### config.mk
export PLATFORM = sky130hd
export DESIGN_NAME = pipe_ctrl
export DESIGN_NICKNAME = d
export VERILOG_FILES = /design/src/rtl/pipe_ctrl.sv
export SDC_FILE = /design/constraint.sdc
export NUM_CORES = 1
export LEC_CHECK = 0
export CAP_MARGIN = 20
export CORE_MARGIN = 2
export CORE_UTILIZATION = 43
export DETAILED_ROUTE_END_ITERATION = 10
export GPL_TIMING_DRIVEN = 0
export PLACE_DENSITY = 0.81
export SETUP_SLACK_MARGIN = 0.1
export SLEW_MARGIN = 0
export SYNTH_ARGS = -nofsm -noshare
export SYNTH_HDL_FRONTEND = slang
export SYNTH_SLANG_ARGS = --single-unit
### constraint.sdc
create_clock -name clk -period 3.4 [get_ports clk]
set_input_delay 1.02 -clock clk [delete_from_list [all_inputs] [get_ports clk]]
set_output_delay 1.02 -clock clk [all_outputs]
set_load 0.05 [all_outputs]
### src/rtl/pipe_ctrl.sv
// Pipeline control for the OpenMIPS five-stage core: stall arbitration, exception
// redirect sequencing (RUN -> HOLD -> FLUSH) and saturating debug counters.
module pipe_ctrl #(
    parameter logic [31:0] EXC_VECTOR = 32'h00000020,
    parameter int          CNT_W      = 32
) (
    input  logic             clk,
    input  logic             rst,
    input  logic             stallreq_from_if,
    input  logic             stallreq_from_id,
    input  logic             stallreq_from_ex,
    input  logic             stallreq_from_mem,
    input  logic [31:0]      excepttype_i,
    input  logic [31:0]      cp0_epc_i,
    output logic [5:0]       stall,
    output logic             flush,
    output logic [31:0]      new_pc,
    output logic [CNT_W-1:0] stall_cycles_o,
    output logic [15:0]      flush_count_o
);

    typedef enum logic [1:0] {
        ST_RUN   = 2'd0,
        ST_HOLD  = 2'd1,
        ST_FLUSH = 2'd2
    } state_t;

    localparam logic [31:0]      EXC_ERET   = 32'h0000000e;
    localparam logic [5:0]       STALL_ALL  = 6'b111111;
    localparam logic [5:0]       STALL_MEM  = 6'b011111;
    localparam logic [5:0]       STALL_EX   = 6'b001111;
    localparam logic [5:0]       STALL_ID   = 6'b000111;
    localparam logic [CNT_W-1:0] STALL_ONE  = CNT_W'(1);

    state_t            r_state;
    state_t            w_next_state;
    logic [31:0]       r_type;
    logic [31:0]       r_epc;
    logic [CNT_W-1:0]  r_stall_cycles;
    logic [15:0]       r_flush_count;

    logic              w_exc;
    logic [5:0]        w_run_stall;
    logic              w_count_stall;
    logic              w_enter_flush;

    assign w_exc = |excepttype_i;

    // Normal-operation stall vector; IF and ID hazards both freeze pc/if/id.
    always_comb begin
        if (stallreq_from_mem)
            w_run_stall = STALL_MEM;
        else if (stallreq_from_ex)
            w_run_stall = STALL_EX;
        else if (stallreq_from_id || stallreq_from_if)
            w_run_stall = STALL_ID;
        else
            w_run_stall = 6'b000000;
    end

    // NOTE: clocked state uses non-blocking assignments so every register samples pre-edge values.
    always_ff @(posedge clk) begin
        if (rst)
            r_state <= ST_RUN;
        else
            r_state <= w_next_state;
    end

    always_comb begin
        // NOTE: default assignment first so no path leaves the output unassigned (no latch).
        w_next_state = r_state;
        case (r_state)
            ST_RUN: begin
                if (w_exc)
                    w_next_state = stallreq_from_if ? ST_HOLD : ST_FLUSH;
            end
            ST_HOLD: begin
                if (!stallreq_from_if)
                    w_next_state = ST_FLUSH;
            end
            ST_FLUSH: w_next_state = ST_RUN;
            default:  w_next_state = ST_RUN;
        endcase
    end

    always_comb begin
        stall  = 6'b000000;
        flush  = 1'b0;
        new_pc = 32'h0;
        case (r_state)
            ST_RUN:  stall = w_exc ? STALL_ALL : w_run_stall;
            ST_HOLD: stall = STALL_ALL;
            ST_FLUSH: begin
                flush  = 1'b1;
                new_pc = (r_type == EXC_ERET) ? r_epc : EXC_VECTOR;
            end
            default: stall = 6'b000000;
        endcase
    end

    // Exception type and EPC are captured only on the detect cycle; HOLD ignores the live inputs.
    always_ff @(posedge clk) begin
        if (rst) begin
            r_type <= 32'h0;
            r_epc  <= 32'h0;
        end else if (r_state == ST_RUN && w_exc) begin
            r_type <= excepttype_i;
            r_epc  <= cp0_epc_i;
        end
    end

    // Only genuine RUN stalls count; the exception-detect cycle and HOLD do not.
    assign w_count_stall = (r_state == ST_RUN) && !w_exc && w_run_stall[0];
    assign w_enter_flush = (w_next_state == ST_FLUSH) && (r_state != ST_FLUSH);

    always_ff @(posedge clk) begin
        if (rst) begin
            r_stall_cycles <= '0;
            r_flush_count  <= 16'h0;
        end else begin
            if (w_count_stall && !(&r_stall_cycles))
                r_stall_cycles <= r_stall_cycles + STALL_ONE;
            if (w_enter_flush && !(&r_flush_count))
                r_flush_count <= r_flush_count + 16'h1;
        end
    end

    assign stall_cycles_o = r_stall_cycles;
    assign flush_count_o  = r_flush_count;

endmodule

==> results of run 1 <==
routing by layer:
| layer | vias up | routed length, µm |
|---|---|---|
| met5 | - | 0 |
| met4 | 0 | 350 |
| met3 | 27 | 994 |
| met2 | 209 | 8030 |
| met1 | 2712 | 7180 |
| li1 | 2846 | - |
critical path: stages:
cell     delay [ns]
buf_6          0.10
nor4_4         0.31
nand4_1        0.15
buf_6          0.15
nor3_4         0.20
buf_8          0.15
a21oi_4        0.06
buf_6          0.13
buf_8          0.14
sequential cells by signal (all words and copies together) (netlist names):
| name | count |
|---|---|
| r_state | 2 |
| r_type | 32 |
| flush_count_o | 16 |
| stall_cycles_o | 32 |
| r_epc | 32 |
stage by stage:
step	setup WS, ns	util, %	power [W]	TNS, ns
final	-0.0465	66.7	0.00389	-0.101
after global routing	-0.0972	66.7	0.00401	-0.334
after CTS	-0.0351	65.2	0.00389	-0.0687
after detailed placement	-1.46	59.7	0.00179	-40.68
after global placement	-1.44	59.7	0.00178	-36.53
after floorplan	0.0138	-	0.00163	0
cell usage after synthesis, drive strengths merged, types with 14 or more instances:
| cell | instances |
|---|---|
| nor2 | 29 |
| or4 | 23 |
| nor2b | 14 |
| and3 | 36 |
| o31ai | 22 |
| nand3 | 15 |
| nand4 | 21 |
| nor4 | 21 |
| a21oi | 93 |
| mux2 | 15 |
| nand2 | 149 |
| clkbuf | 34 |
| nor3 | 15 |
| dfxtp | 114 |
kinds of logic (layout without fill, tap and decap cells):
kind of cell / Yosys count / in the layout / synth area share [%]
AND/OR/NAND/NOR: 352 / 352 / 33.9
adder cells (fa/ha/maj): 2 / 2 / 0.467
buffers and inverters: 55 / 258 / 4.41
multiplexers: 16 / 16 / 3.34
flip-flops: 114 / 114 / 42.6
AO/OA/AOI/OAI: 139 / 139 / 15.3
area by class of cell:
cell class	instances	area share (%)
well taps	168	2.60
inverters	8	0.372
repair buffers	171	19.2
plain buffers	47	3.11
flip-flops and latches	114	28.3
multi-input cells	509	37.9
clock inverters	10	2.82
clock buffers	22	5.75
where the power goes:
| part | switching [W] | internal [W] | leakage (nW) |
|---|---|---|---|
| clock network | 0.000623 | 0.00148 | 0.334 |
| registers | 0.0000358 | 0.00140 | 0.933 |
| logic | 0.000200 | 0.000148 | 1.86 |
| total | 0.000859 | 0.00303 | 3.13 |
repair_timing:
item | in CTS | in global routing
gates resized for setup | 338 | 88
setup buffers | 11 | 5
endpoints found under the setup margin | 61 | 39
pin swaps | 14 | 15
worst paths after layout:
path,startpoint,endpoint,slack [ns],depth (start not counted)
hold / removal,r_epc[3],r_epc[3],0.45,2
setup / recovery,excepttype_i[21],stall[2],-0.05,9
setup reg to reg,stall_cycles_o[18],stall_cycles_o[15],0.83,7
hold reg to reg,r_epc[3],r_epc[3],0.45,2
==> run_results.csv, run 1 <==
group,metric,value,unit
run_status,status,"finished with violations",
run_status,violations,"setup timing",
synthesis,yosys.area.top_type,"dfxtp_1",
critical_path,critPathRequiredTime,2.38,ns
synthesis,synth_top_area_share,42.6,%
place,place_area,7230,µm²
floorplanning,die_h,116,µm
critical_path,path_max_fanout,4,
finish,ff_latch_area,2280,µm²
finish,num_antenna_cells,0,
finish,final_cell_mix,"nand2_1, dfxtp_1, a21oi_1, clkdlybuf4s50_1, and3_1",
critical_path,crit_type,"in -> out",
power_and_ir_drop,p_per_area,481,nW/µm²
cts,htree_levels,4,
finish,mostFrequentLayoutCell,"nand2_1",
worst_hold_path,hp-class,"reg -> reg",
cts,cts-root-buf,"clkbuf_16",
timing,skew,0.00668,ns
synthesis,mappedNetlistNets,750,
floorplanning,start_util,44.2,%
critical_path,start_kind,"primary input",
synthesis,syn_avg_cell_area,7.90,µm²
grt,grt_max_degree,17,
finish,fin_cells,1049,
grt,use_met2,40.0,%
finish,syn_to_final_growth,50.8,%
finish,drive_gt1_share,19.2,%
finish,multi_input_area,3060,µm²
detailed_routing,via_per_inst,5.52,
detailed_routing,drc_errors,0,
floorplanning,dieArea,13400,µm²
synthesis,async_flop_share,0,%
floorplanning,rows,40,
finish,design_area,8080,µm²
cts,cts_tree,"done",
detailed_routing,drt_wl_total,16600,µm
timing,setup_viol,4,
cts,cts.sinks,114,
grt,grt_pass1_vias,5411,
timing,post-route-period-util,101,%
timing,hold_slack,0.448,ns
timing,max_clock_freq,290,MHz
cts,clk_path_buf_depth,2,
detailed_routing,drt.antenna.violating_nets,0,
timing,hold_violations,0,
power_and_ir_drop,leakage,3.13,nW
grt,grt_usage,24.6,%
grt,busiest_layer,"met2",
place,io_buffers,155,
synthesis,ys_types,48,
grt,overflow,0,
detailed_routing,drtIter0Drc,391,
timing,rsz0062_at_grt,"true",
cts,numCtsBuffers,17,
detailed_routing,wl_per_cell,15.8,µm
critical_path,cp-end-kind,"output pin",
power_and_ir_drop,irDropWorstVdd,415,µV
cts,clk_latency,0.42,ns
synthesis,synth-seq-area-share,42.6,%
finish,fillers,1018,
timing,min_period,3.45,ns
synthesis,yosysWarnings,0,
timing,slew_violations,0,
cts,clk_pin_slew,0.05,ns
timing,tightest_slew,1.02,ns
cts,holdBufCountCts,0,
synthesis,syn-cell-area,5360,µm²
floorplanning,die_w,116,µm
synthesis,synth-seq-cells,114,
timing,fin_ws,-0.0465,ns
grt,grt_use_met3,5.91,%
critical_path,critPathArrivalTime,2.43,ns
timing,slew_headroom,31.4,%
detailed_routing,dr.pass1.iters,5,
grt,antenna_found_initial,0,
synthesis,synth.area.top_cells,"dfxtp_1, nand2_1, a21oi_1",
synthesis,syn_inst,678,
grt,grt_pass1_wl,26300,µm
place,dp.cells,1001,
grt,gr-usage-met1,32.0,%
floorplanning,core_area,12100,µm²
detailed_routing,dr_total_vias,5794,
place,place.gp.congestion,0.862,
place,dp_hpwl,11200,µm
synthesis,synth-edff-count,0,
finish,nets,940,
job,cap_violations,0,
synthesis,ys.flop_type,"dfxtp_1",
floorplanning,io_pins,157,
Note: power is estimated with default switching activity, not from simulation.
==> run 2, diff against run 1 <==
CELL_PAD_IN_SITES_DETAIL_PLACEMENT = 1   (was unset)
CELL_PAD_IN_SITES_GLOBAL_PLACEMENT = 1   (was unset)
CORE_UTILIZATION = 31   (was 43)
==> run_results.csv, run 2 (synthesis gave the netlist of run 1 again) <==
group,metric,value,unit
floorplanning,die_w,135,µm
finish,drive_gt1_share,19.8,%
timing,post-route-period-util,102,%
detailed_routing,drt.antenna.violating_nets,0,
critical_path,cp-end-kind,"output pin",
timing,hold_violations,0,
finish,syn_to_final_growth,51.3,%
critical_path,crit_path_cell_trace,"clkbuf_2 -> nor4_4 -> nand4_1 -> buf_6 -> nor3_4 -> buf_8 -> a21oi_4 -> buf_6 -> buf_8",
critical_path,cp_num_buf_inv,5,
cts,cts-root-buf,"clkbuf_16",
critical_path,start_kind,"primary input",
timing,rsz0062_at_grt,"true",
floorplanning,rows,48,
power_and_ir_drop,irDropWorstVdd,344,µV
power_and_ir_drop,p_sw_share,24.3,%
critical_path,crit_type,"in -> out",
cts,numCtsBuffers,17,
floorplanning,start_util,31.3,%
timing,max_clock_freq,288,MHz
grt,grt_max_degree,17,
finish,nets,940,
finish,final_cell_mix,"nand2_1, dfxtp_1, a21oi_1, clkdlybuf4s50_1, buf_4",
timing,min_period,3.47,ns
timing,hold_slack,0.448,ns
grt,antenna_found_initial,1,
floorplanning,die_h,135,µm
cts,clk_latency,0.42,ns
timing,slew_violations,0,
run_status,violations,"setup timing",
floorplanning,io_pins,157,
power_and_ir_drop,intPower,0.00274,W
power_and_ir_drop,power_frac_seq,39.5,%
power_and_ir_drop,p_comb_share,9.7,%
critical_path,ff2ff_setup_slack,0.75,ns
cts,htree_levels,4,
critical_path,crit_family,"buffers and inverters",
critical_path,critPathArrivalTime,2.45,ns
grt,grt_pass1_wl,30000,µm
detailed_routing,dr.pass1.iters,4,
detailed_routing,drc_errors,0,
place,dp_slack,-1.54,ns
place,io_buffers,155,
grt,grt_pass1_vias,5767,
detailed_routing,wl_per_cell,17.0,µm
floorplanning,core_area,17100,µm²
job,cap_violations,0,
power_and_ir_drop,clkPwrFrac,50.8,%
timing,fin_ws,-0.0739,ns
critical_path,max_stage_delay,0.33,ns
finish,fillers,2068,
timing,setup_viol,5,
floorplanning,dieArea,18400,µm²
timing,tightest_slew,1.11,ns
timing,slew_headroom,25.2,%
power_and_ir_drop,leakage,3.10,nW
cts,clk_path_buf_depth,2,
critical_path,critPathSlowestCell,"nor4_4",
worst_hold_path,hp-class,"reg -> reg",
power_and_ir_drop,switchingPower,0.000882,W
cts,cts_tree,"done",
power_and_ir_drop,p_per_area,447,nW/µm²
detailed_routing,dr_total_vias,5801,
detailed_routing,drtIter0Drc,226,
grt,overflow,0,
grt,grt_usage,20.7,%
run_status,status,"finished with violations",
finish,mostFrequentLayoutCell,"nand2_1",
cts,clk_pin_slew,0.06,ns
detailed_routing,drt_wl_total,18800,µm
cts,holdBufCountCts,0,
critical_path,critPathRequiredTime,2.38,ns
critical_path,path_max_fanout,4,
place,dp_hpwl,13200,µm
detailed_routing,via_per_inst,5.25,
cts,cts.sinks,114,
timing,skew,0.00664,ns
place,place.gp.congestion,0.806,
-- run 2: changes by cell type in the layout (fill, tap and decap cells not counted), moves of 2 or more --
| cell | delta |
|---|---|
| and3_1 | -2 |
| and3_4 | +2 |
| buf_2 | +6 |
| buf_4 | +6 |
| buf_6 | +6 |
| buf_8 | +2 |
| bufinv_16 | -4 |
| clkbuf_1 | -5 |
| clkbuf_4 | -17 |
| clkdlybuf4s15_1 | +3 |
| clkdlybuf4s15_2 | -2 |
| clkinv_2 | +2 |
| clkinvlp_4 | +2 |
-- run 2: final timing paths --
| path | endpoint | depth (start not counted) | startpoint |
|---|---|---|---|
| hold reg to reg | r_epc[11] | 2 | r_epc[11] |
| setup / recovery | stall[2] | 9 | excepttype_i[18] |
| hold / removal | r_epc[11] | 2 | r_epc[11] |
| setup reg to reg | stall_cycles_o[11] | 7 | stall_cycles_o[18] |
-- run 2: worst min-delay path: cells and delay by family (launching register included) --
kind,cells,cell delay (ns)
flops,1,0.30
simple gates,1,0.05
compound gates,1,0.05
-- run 2: cell type report --
type	instances	area, µm²	area share (%)
diodes	1	2.50	0.0309
plain buffers	47	251	3.10
clock buffers	21	470	5.80
clock inverters	10	133	1.64
inverters	8	30.0	0.370
multi-input cells	509	3070	37.9
flip-flops and latches	114	2280	28.2
well taps	225	282	3.47
repair buffers	171	1590	19.5
-- run 2: power groups by stage --
stage	clock network, W	logic [W]	registers (W)
2_1_floorplan	0	0.000172	0.00145
3_3_place_gp	0	0.000337	0.00145
3_5_place_dp	0	0.000343	0.00146
4_1_cts	0.00187	0.000349	0.00143
5_1_grt	0.00194	0.000388	0.00144
6_report	0.00184	0.000351	0.00143
-- run 2: repair_timing --
action	4_1_cts	5_1_grt
pin swaps	14	12
resized for setup	385	50
endpoints found under the setup margin	63	60
setup buffers	9	7
cloned	0	0
-- run 2: metrics by stage --
stage / cells / util (%) / setup TNS (ns) / instance area (µm²) / power [W]
5_1_grt: 1106 / 47.4 / -0.759 / 8110 / 0.00377
6_report: 1106 / 47.4 / -0.201 / 8110 / 0.00362
2_1_floorplan: 678 / - / 0 / 5470 / 0.00163
3_3_place_gp: 1058 / 42.6 / -51.87 / 7300 / 0.00179
4_1_cts: 1098 / 46.4 / -0.182 / 7950 / 0.00364
3_5_place_dp: 1058 / 42.6 / -52.46 / 7300 / 0.00180
-- run 2: per-layer routing --
metal	up-vias	share of wire [%]	global-route usage [%]
li1	2841	-	-
met1	2827	46	26.9
met2	114	49	34.3
met3	19	3.5	4.23
met4	0	1.3	6.71
met5	-	0	0
